--- config.mk ---
export PLATFORM = sky130hd
export DESIGN_NAME = range_frame_tx
export DESIGN_NICKNAME = d
export VERILOG_FILES = /design/src/rtl/range_frame_tx.sv
export SDC_FILE = /design/constraint.sdc
export NUM_CORES = 1
export LEC_CHECK = 0
export ABC_AREA = 1
export CAP_MARGIN = 20
export CORE_UTILIZATION = 61
export DETAILED_ROUTE_END_ITERATION = 16
export MAX_ROUTING_LAYER = met4
export PLACE_DENSITY_LB_ADDON = 0.15
export SLEW_MARGIN = 10
export SYNTH_ARGS = -nofsm -noshare
export SYNTH_HDL_FRONTEND = slang
export SYNTH_SLANG_ARGS = --single-unit
export TNS_END_PERCENT = 20
--- constraint.sdc ---
create_clock -name clock -period 2.9 [get_ports clock]
set_input_delay 0.58 -clock clock [delete_from_list [all_inputs] [get_ports clock]]
set_output_delay 0.58 -clock clock [all_outputs]
set_load 0.02 [all_outputs]
--- src/rtl/range_frame_tx.sv ---
// Frame transmitter: buffers one frame of samples, then plays it out as a
// go/data/finish stream for the downstream range-measurement block.
module range_frame_tx #(
    parameter int WIDTH = 16,
    parameter int DEPTH = 16
) (
    input  logic             clock,
    input  logic             reset,
    input  logic             wr_valid,
    input  logic [WIDTH-1:0] wr_data,
    input  logic             wr_last,
    output logic             wr_ready,
    output logic [WIDTH-1:0] data_out,
    output logic             go,
    output logic             finish,
    output logic             busy,
    output logic             done,
    output logic             truncated,
    output logic [7:0]       frame_count
);

    localparam int IW = $clog2(DEPTH) + 1;
    localparam int AW = $clog2(DEPTH);

    typedef enum logic [1:0] {FILL, SEND, FIN} state_t;

    state_t           state_q, state_d;
    logic [IW-1:0]    count_q, count_d;
    logic [IW-1:0]    idx_q, idx_d;
    logic [IW-1:0]    len_q, len_d;
    logic [IW-1:0]    idx_inc;
    logic [WIDTH-1:0] data_q, data_d;
    logic             ready_q, ready_d;
    logic             go_q, go_d;
    logic             finish_q, finish_d;
    logic             busy_q, busy_d;
    logic             done_q, done_d;
    logic             trunc_q, trunc_d;
    logic [7:0]       fcount_q, fcount_d;
    logic             wr_en;

    logic [WIDTH-1:0] frame_buf [DEPTH];

    // NOTE: the sample buffer has no reset; count/len decide which entries are
    // meaningful, so clearing it would only cost reset fan-out.
    always_ff @(posedge clock) begin
        if (wr_en)
            frame_buf[count_q[AW-1:0]] <= wr_data;
    end

    assign idx_inc = idx_q + IW'(1);

    always_comb begin
        // NOTE: every signal gets a default first so no path leaves one
        // unassigned, which would infer a latch.
        state_d  = state_q;
        count_d  = count_q;
        idx_d    = idx_q;
        len_d    = len_q;
        data_d   = data_q;
        ready_d  = ready_q;
        go_d     = 1'b0;
        finish_d = 1'b0;
        busy_d   = busy_q;
        done_d   = 1'b0;
        trunc_d  = trunc_q;
        fcount_d = fcount_q;
        wr_en    = 1'b0;

        unique case (state_q)
            FILL: begin
                if (wr_valid && ready_q) begin
                    wr_en   = 1'b1;
                    count_d = count_q + IW'(1);
                    trunc_d = 1'b0;
                    if (wr_last || count_q == IW'(DEPTH - 1)) begin
                        trunc_d = !wr_last;
                        len_d   = count_q + IW'(1);
                        idx_d   = '0;
                        state_d = SEND;
                        go_d    = 1'b1;
                        busy_d  = 1'b1;
                        ready_d = 1'b0;
                        // A single-sample frame is still being written, so bypass the buffer.
                        data_d  = (count_q == '0) ? wr_data : frame_buf[0];
                    end
                end
            end
            SEND: begin
                if (idx_q == len_q - IW'(1)) begin
                    state_d  = FIN;
                    finish_d = 1'b1;
                    done_d   = 1'b1;
                end else begin
                    idx_d  = idx_inc;
                    data_d = frame_buf[idx_inc[AW-1:0]];
                end
            end
            FIN: begin
                state_d  = FILL;
                busy_d   = 1'b0;
                ready_d  = 1'b1;
                count_d  = '0;
                fcount_d = fcount_q + 8'd1;
            end
            default: begin
                state_d = FILL;
                ready_d = 1'b1;
                busy_d  = 1'b0;
                count_d = '0;
            end
        endcase
    end

    // NOTE: state registers use non-blocking assignments so every register
    // samples the pre-edge values regardless of statement order.
    always_ff @(posedge clock or posedge reset) begin
        if (reset) begin
            state_q  <= FILL;
            count_q  <= '0;
            idx_q    <= '0;
            len_q    <= '0;
            data_q   <= '0;
            ready_q  <= 1'b1;
            go_q     <= 1'b0;
            finish_q <= 1'b0;
            busy_q   <= 1'b0;
            done_q   <= 1'b0;
            trunc_q  <= 1'b0;
            fcount_q <= '0;
        end else begin
            state_q  <= state_d;
            count_q  <= count_d;
            idx_q    <= idx_d;
            len_q    <= len_d;
            data_q   <= data_d;
            ready_q  <= ready_d;
            go_q     <= go_d;
            finish_q <= finish_d;
            busy_q   <= busy_d;
            done_q   <= done_d;
            trunc_q  <= trunc_d;
            fcount_q <= fcount_d;
        end
    end

    assign wr_ready    = ready_q;
    assign data_out    = data_q;
    assign go          = go_q;
    assign finish      = finish_q;
    assign busy        = busy_q;
    assign done        = done_q;
    assign truncated   = trunc_q;
    assign frame_count = fcount_q;

endmodule

# --- After elaboration in Yosys (flattened, before gate mapping) ---
# Memories as Yosys holds them, arrays and structs flattened.
# Cells that the tools add are included.
word_totals:
  mem_bits_ro: 0
  memories: 1
  mem_bits_rw: 256
  wordCells: 68
  latchBits: 0
  reg_bits: 46
  out_inout_bits: 30
  in_bits: 20
memory_table:
  columns: ["memory", "words", "width", "read_ports", "rd_clocked_by_memory_dff", "wr", "line_no", "text"]
  rows:
  - ["frame_buf", 16, 16, 2, 0, 1, "42", "logic [WIDTH-1:0] frame_buf [DEPTH];"]
op_classes:
  n_bitwise: 1
  n_div: 0
  n_mul: 0
  n_shift: 0
  n_mux: 31
  eq_ne: 8
  reduce_logical: 12
  addsub: 4
  n_lt_le_gt_ge: 0
ops:
  columns: ["cell", "n"]
  rows:
  - ["two-way mux 16 bit", 4]
  - ["case mux 16 bit (2 select lines)", 1]
  - ["two-way mux 5 bit", 4]
  - ["case mux 5 bit (2 select lines)", 2]
  - ["two-way mux 1 bit", 14]
  - ["adder 5 x 1 -> 5 bit (second input constant)", 2]
  - ["AND reduction 3 bit", 3]
  - ["adder 8 x 1 -> 8 bit (second input constant)", 1]
  - ["inequality test 2 bit (second input constant)", 4]
  - ["two-way mux 2 bit", 3]
  - ["== test 5 x 4 -> 1 bit (second input constant)", 1]
  - ["== test 5 bit", 1]
  - ["zero test 5 bit", 1]
  - ["subtractor 5 x 1 -> 5 bit (second input constant)", 1]
  - ["case mux 1 bit (2 select lines)", 2]
  - ["case mux 2 bit (2 select lines)", 1]
  - ["AND reduction 2 bit", 2]
  - ["AND reduction 4 bit", 1]
  - ["== test 2 x 1 -> 1 bit (second input constant)", 1]
  - ["== test 2 bit (second input constant)", 1]
  - ["zero test 2 bit", 1]
  - ["nonzero test 2 bit", 1]
  - ["logical AND 1 bit", 1]
  - ["zero test 1 bit", 1]
  - ["2 further kinds", 2]

# --- Longest topological paths before layout ---
logic_depth:
  depth_word: 5
  mapped_depth: 13
  depth_no_buf: 12

# --- Least setup slack after synthesis ---
# Ideal clock, no wire load.
synth_timing:
  path_kind: "reg-to-reg"
  startpoint: "register ready_q (netlist: wr_ready)"
  endpoint: "memory frame_buf[0][0], enable pin"
  setup_ns: 0.388
  synth_period_minus_slack_ns: 2.117
  required_ns: 2.512
  arrival_time_ns: 1.729
  path_stages_with_launch: 5
  path_buffers: 0
  setup_slack_ns: 0.783
  path_cell_list: "dfstp_2 nand2_1 nor2_8 nand2_1 nor2_1"
synth_between:
  elab_chain_len: 5
synth_rtl:
  columns: ["item", "line_no", "text"]
  rows:
  - ["start: declaration", "33", "logic ready_q, ready_d;"]
  - ["start signal: assignment", "137", "ready_q <= ready_d;"]
  - ["logical AND 1 bit", "72", "if (wr_valid && ready_q) begin"]
  - ["two-way mux 1 bit", "72", null]
  - ["two-way mux 1 bit", "70", "unique case (state_q)"]
  - ["two-way mux 1 bit", "47", "if (wr_en)"]
  - ["two-way mux 1 bit (not written as such)", "48", "frame_buf[count_q[AW-1:0]] <= wr_data;"]
  - ["end: declaration", "42", null]
# Every way passes these cells.

# --- Worst setup path after layout ---
layout_timing:
  startpoint: "register count_q[0]"
  endpoint: "register idx_q[3]"
layout_between:
  elab_chain_len: 4
layout_rtl:
  columns: ["item", "line_no", "text"]
  rows:
  - ["start: declaration", "28", "logic [IW-1:0] count_q, count_d;"]
  - ["start signal: assignment", "133", "count_q <= count_d;"]
  - ["== test 5 x 4 -> 1 bit", "76", "if (wr_last || count_q == IW'(DEPTH - 1)) begin"]
  - ["logical OR 1 bit", "76", null]
  - ["inequality test 2 bit (no source line)", null, null]
  - ["AND reduction 4 bit (no source line)", null, null]
  - ["end signal: assignment", "134", "idx_q <= idx_d;"]
  - ["end: declaration", "29", "logic [IW-1:0] idx_q, idx_d;"]
# Every way passes these cells.
# A chain may end at the register's enable or synchronous reset.

==> flow_summary.toml <==
[synthesis]
synth_compound_area_frac = 0.0167
synth-edff-count = 256
synthTopCellsByArea = "edfxtp_1, nand2_1, dfrtp_1"
ys_seq_area_frac = 0.659
muxShareOfSynthArea = 0
ys_seq_elements = 302
syn_nets = 1353
avgSynthCellArea_um2 = 10.1
synth_top_flop_cell = "edfxtp_1"
synth_fa_ha_area_frac = 0.00747
netlist_area_um2 = 13400
syn_inst = 1325
yosys.area.top_type = "edfxtp_1"
ys_async_sr_fraction = 0.152
synth_xor_xnor_area_share = 0.0104
synth-simple-area-share = 0.232
synth_top_family_by_area = "simple AND/OR/NAND/NOR gates"
ys_types = 35
yosys_warnings = 0
synth_top_area_share = 0.573

[floorplan]
initial_utilization = 0.630
die_y_um = 150
core_um2 = 21300
io-pin-count = 50
die_area_um2 = 22600
rows = 53
die_w_um = 150

[worst_setup_path]
crit_family = "simple AND/OR/NAND/NOR gates"
critPathLaunchType = "register"
cp.buffers_inverters = 2
rr_endpoint = "idx_q[3]$_DFFE_PP0P_"
cp_max_fo = 27
crit_type = "reg2reg"
end_kind = "register"
crit_chain = "ha_1 > inv_1 > nor2_1 > ha_1 > nor2_1 > nor2_8 > inv_2 > nand2_4 > nand2_1 > o21ai_2"
slowest_delay_ns = 0.43
critPathArrivalTime_ns = 2.92
worstPathRequired_ns = 3.35
reg2reg_depth = 10
r2r_slack_ns = 0.43
timing.rr.start = "count_q[0]$_DFFE_PP0P_"
crit_path_top_delay_cell = "dfrtp_1"

[place]
placed_cell_area_um2 = 14300
gp_congestion = 0.895
dp_hpwl_um = 20600
placedCellCount = 1634
numPortBuffers = 49

[timing]
hold_violations = 0
rsz0062_at_grt = "false"
period_share = 0.852
period_minus_slack_ns = 2.47
worstMarginPinSlew_ns = 0.853
clock.fmax_ghz = 0.405
setup_viol = 0
drv_slew = 0
fin_tns_setup_ns = 0
skew_ns = 0.0192
slew_headroom = 0.431

[power]
p_leak_nw = 6.45
total_power_mw = 14.9
p_per_area_nw_per_um2 = 981
ir_drop_v = 0.000931

[clock_tree]
cts_hold_buf = 0
cts.clk_slew.worst_paths_ns = 0.06
clk_latency_ns = 0.56
cts_tree = "built"
cts_buffer_depth = 3
cts_max_level = 1
cts_buffers = 30
cts_root_buf = "clkbuf_16"
cts-resized-gates = 0
post-cts-setup-buffers = 0
cts_sinks = 302

[global_route]
grt_pass1_wl_um = 49800
grt_pass1_vias = 9200
grt_max_degree = 76
globalRouteOverflowTotal = 0
grt_usage = 0.309
antenna_found_initial = 1

[layout]
design_area_um2 = 15200
nets = 1419
drive_above_1_share = 0.0957
synthToLayoutAreaGrowth_pct = 13.7
finalNonFillerCells = 1687
n_fill_cell = 1531

[routing]
first_pass_iters = 6
routedWlPerCell_um = 19.1
avgViaCountPerCell = 5.60
final_antenna_net_count = 0
drtIter0Drc = 897
via_count = 9445
drt_drc_violations_left = 0
wl_um = 32200

[worst_hold_path]
hp-class = "in2async"

[run_status]
status = "finished clean"

[flow_run]
cap_violations = 0
[stage by stage]
| step | util | worst slack (ns) | hold slack, ns |
|---|---|---|---|
| floorplan | - | 0.783 | 0.503 |
| global placement | 0.674 | 0.567 | 0.460 |
| detailed placement | 0.674 | 0.451 | 0.466 |
| CTS | 0.716 | 0.429 | 0.399 |
| global route | 0.716 | 0.237 | 0.461 |
| finish | 0.716 | 0.430 | 0.382 |
[report_power, final]
part | total [mW] | switching [mW] | internal, mW
Sequential | 5.26 | 0.236 | 5.03
Clock | 3.56 | 1.55 | 2.01
Combinational | 6.12 | 4.15 | 1.97
Total | 14.9 | 5.93 | 9.02
[cell families (layout without fill, tap and decap cells)]
logic type	after synthesis	count (layout)
simple gates	733	733
xor+xnor	12	12
compound gates	42	42
other cells	0	1
flops	302	302
buf+inv	228	314
fa+ha+maj	8	8
[worst register-to-register path: stages (launching register included)]
cell     delay (ns)
dfrtp_1        0.43
ha_1           0.29
inv_1          0.09
nor2_1         0.06
ha_1           0.23
nor2_1         0.32
nor2_8         0.09
inv_2          0.38
nand2_4        0.26
nand2_1        0.16
o21ai_2        0.06
[registers in the layout (all words and copies together) (netlist names)]
| register | flops |
|---|---|
| busy | 1 |
| go | 1 |
| done | 1 |
| len_q | 5 |
| truncated | 1 |
| frame_buf | 256 |
| data_out | 16 |
| idx_q | 5 |
| state_q | 2 |
| frame_count | 8 |
| wr_ready | 1 |
| count_q | 5 |
[per-layer routing]
metal  part of all wire  GRT usage  up-vias
met3              0.083     0.0506       90
met1               0.40      0.409     4490
li1                   -          -     4461
met4              0.049      0.161        0
met2               0.47      0.465      404
met5                  0          -        -
[placed cells by master, fill, tap and decap left out, drive strengths merged]
| cell type | Yosys | layout |
|---|---|---|
| bufinv | 0 | 1 |
| nor3 | 3 | 3 |
| nand4 | 2 | 2 |
| dfrtp | 45 | 45 |
| o211ai | 1 | 1 |
| clkbuf | 15 | 36 |
| diode | 0 | 1 |
| xnor2 | 5 | 5 |
| dfstp | 1 | 1 |
| o21ai | 30 | 30 |
| nand2 | 469 | 469 |
| ha | 8 | 8 |
| nor4 | 1 | 1 |
| nand3 | 216 | 216 |
| xor2 | 7 | 7 |
| inv | 163 | 163 |
| nor2 | 41 | 41 |
| clkinvlp | 0 | 1 |
| edfxtp | 256 | 256 |
| a21oi | 8 | 8 |
| o22ai | 3 | 3 |
| clkinv | 0 | 14 |
| clkdlybuf4s50 | 0 | 49 |
| nand3b | 1 | 1 |
| buf | 50 | 50 |
[worst max-delay path by stage]
stage                           start                         end  slack, ns  cells past startpoint
5_1_grt        count_q[0]$_DFFE_PP0P_     data_out[1]$_DFFE_PP0P_       0.24                     10
3_3_place_gp                 wr_valid  frame_buf[11][1]$_DFFE_PP_       0.57                      6
2_1_floorplan    wr_ready$_DFFE_PP1P_   frame_buf[0][0]$_DFFE_PP_       0.78                      4
6_report       count_q[0]$_DFFE_PP0P_        idx_q[3]$_DFFE_PP0P_       0.43                     10
3_5_place_dp   count_q[0]$_DFFE_PP0P_        idx_q[3]$_DFFE_PP0P_       0.45                     10
4_1_cts        count_q[0]$_DFFE_PP0P_        idx_q[3]$_DFFE_PP0P_       0.43                     10
[cells in the mapped netlist, types with 4 or more instances]
cell	number
nand2_1	467
edfxtp_1	256
nand3_1	214
inv_1	152
dfrtp_1	45
nor2_1	37
buf_2	29
o21ai_0	23
clkbuf_1	15
buf_4	13
a21oi_1	8
ha_1	8
inv_2	8
buf_6	6
o21ai_1	5
xor2_1	5
xnor2_1	4
[cell type report]
type / instances / area [um^2] / share of cell area
flip-flops and latches: 302 / 8840 / 0.580
multi-input cells: 795 / 3630 / 0.238
repair buffers: 99 / 903 / 0.0593
clock buffers: 36 / 795 / 0.0521
inverters: 163 / 619 / 0.0406
well taps: 275 / 344 / 0.0226
clock inverters: 16 / 98.8 / 0.00649
diodes: 1 / 2.50 / 0.000164
Power figures use the tool's default switching activity.
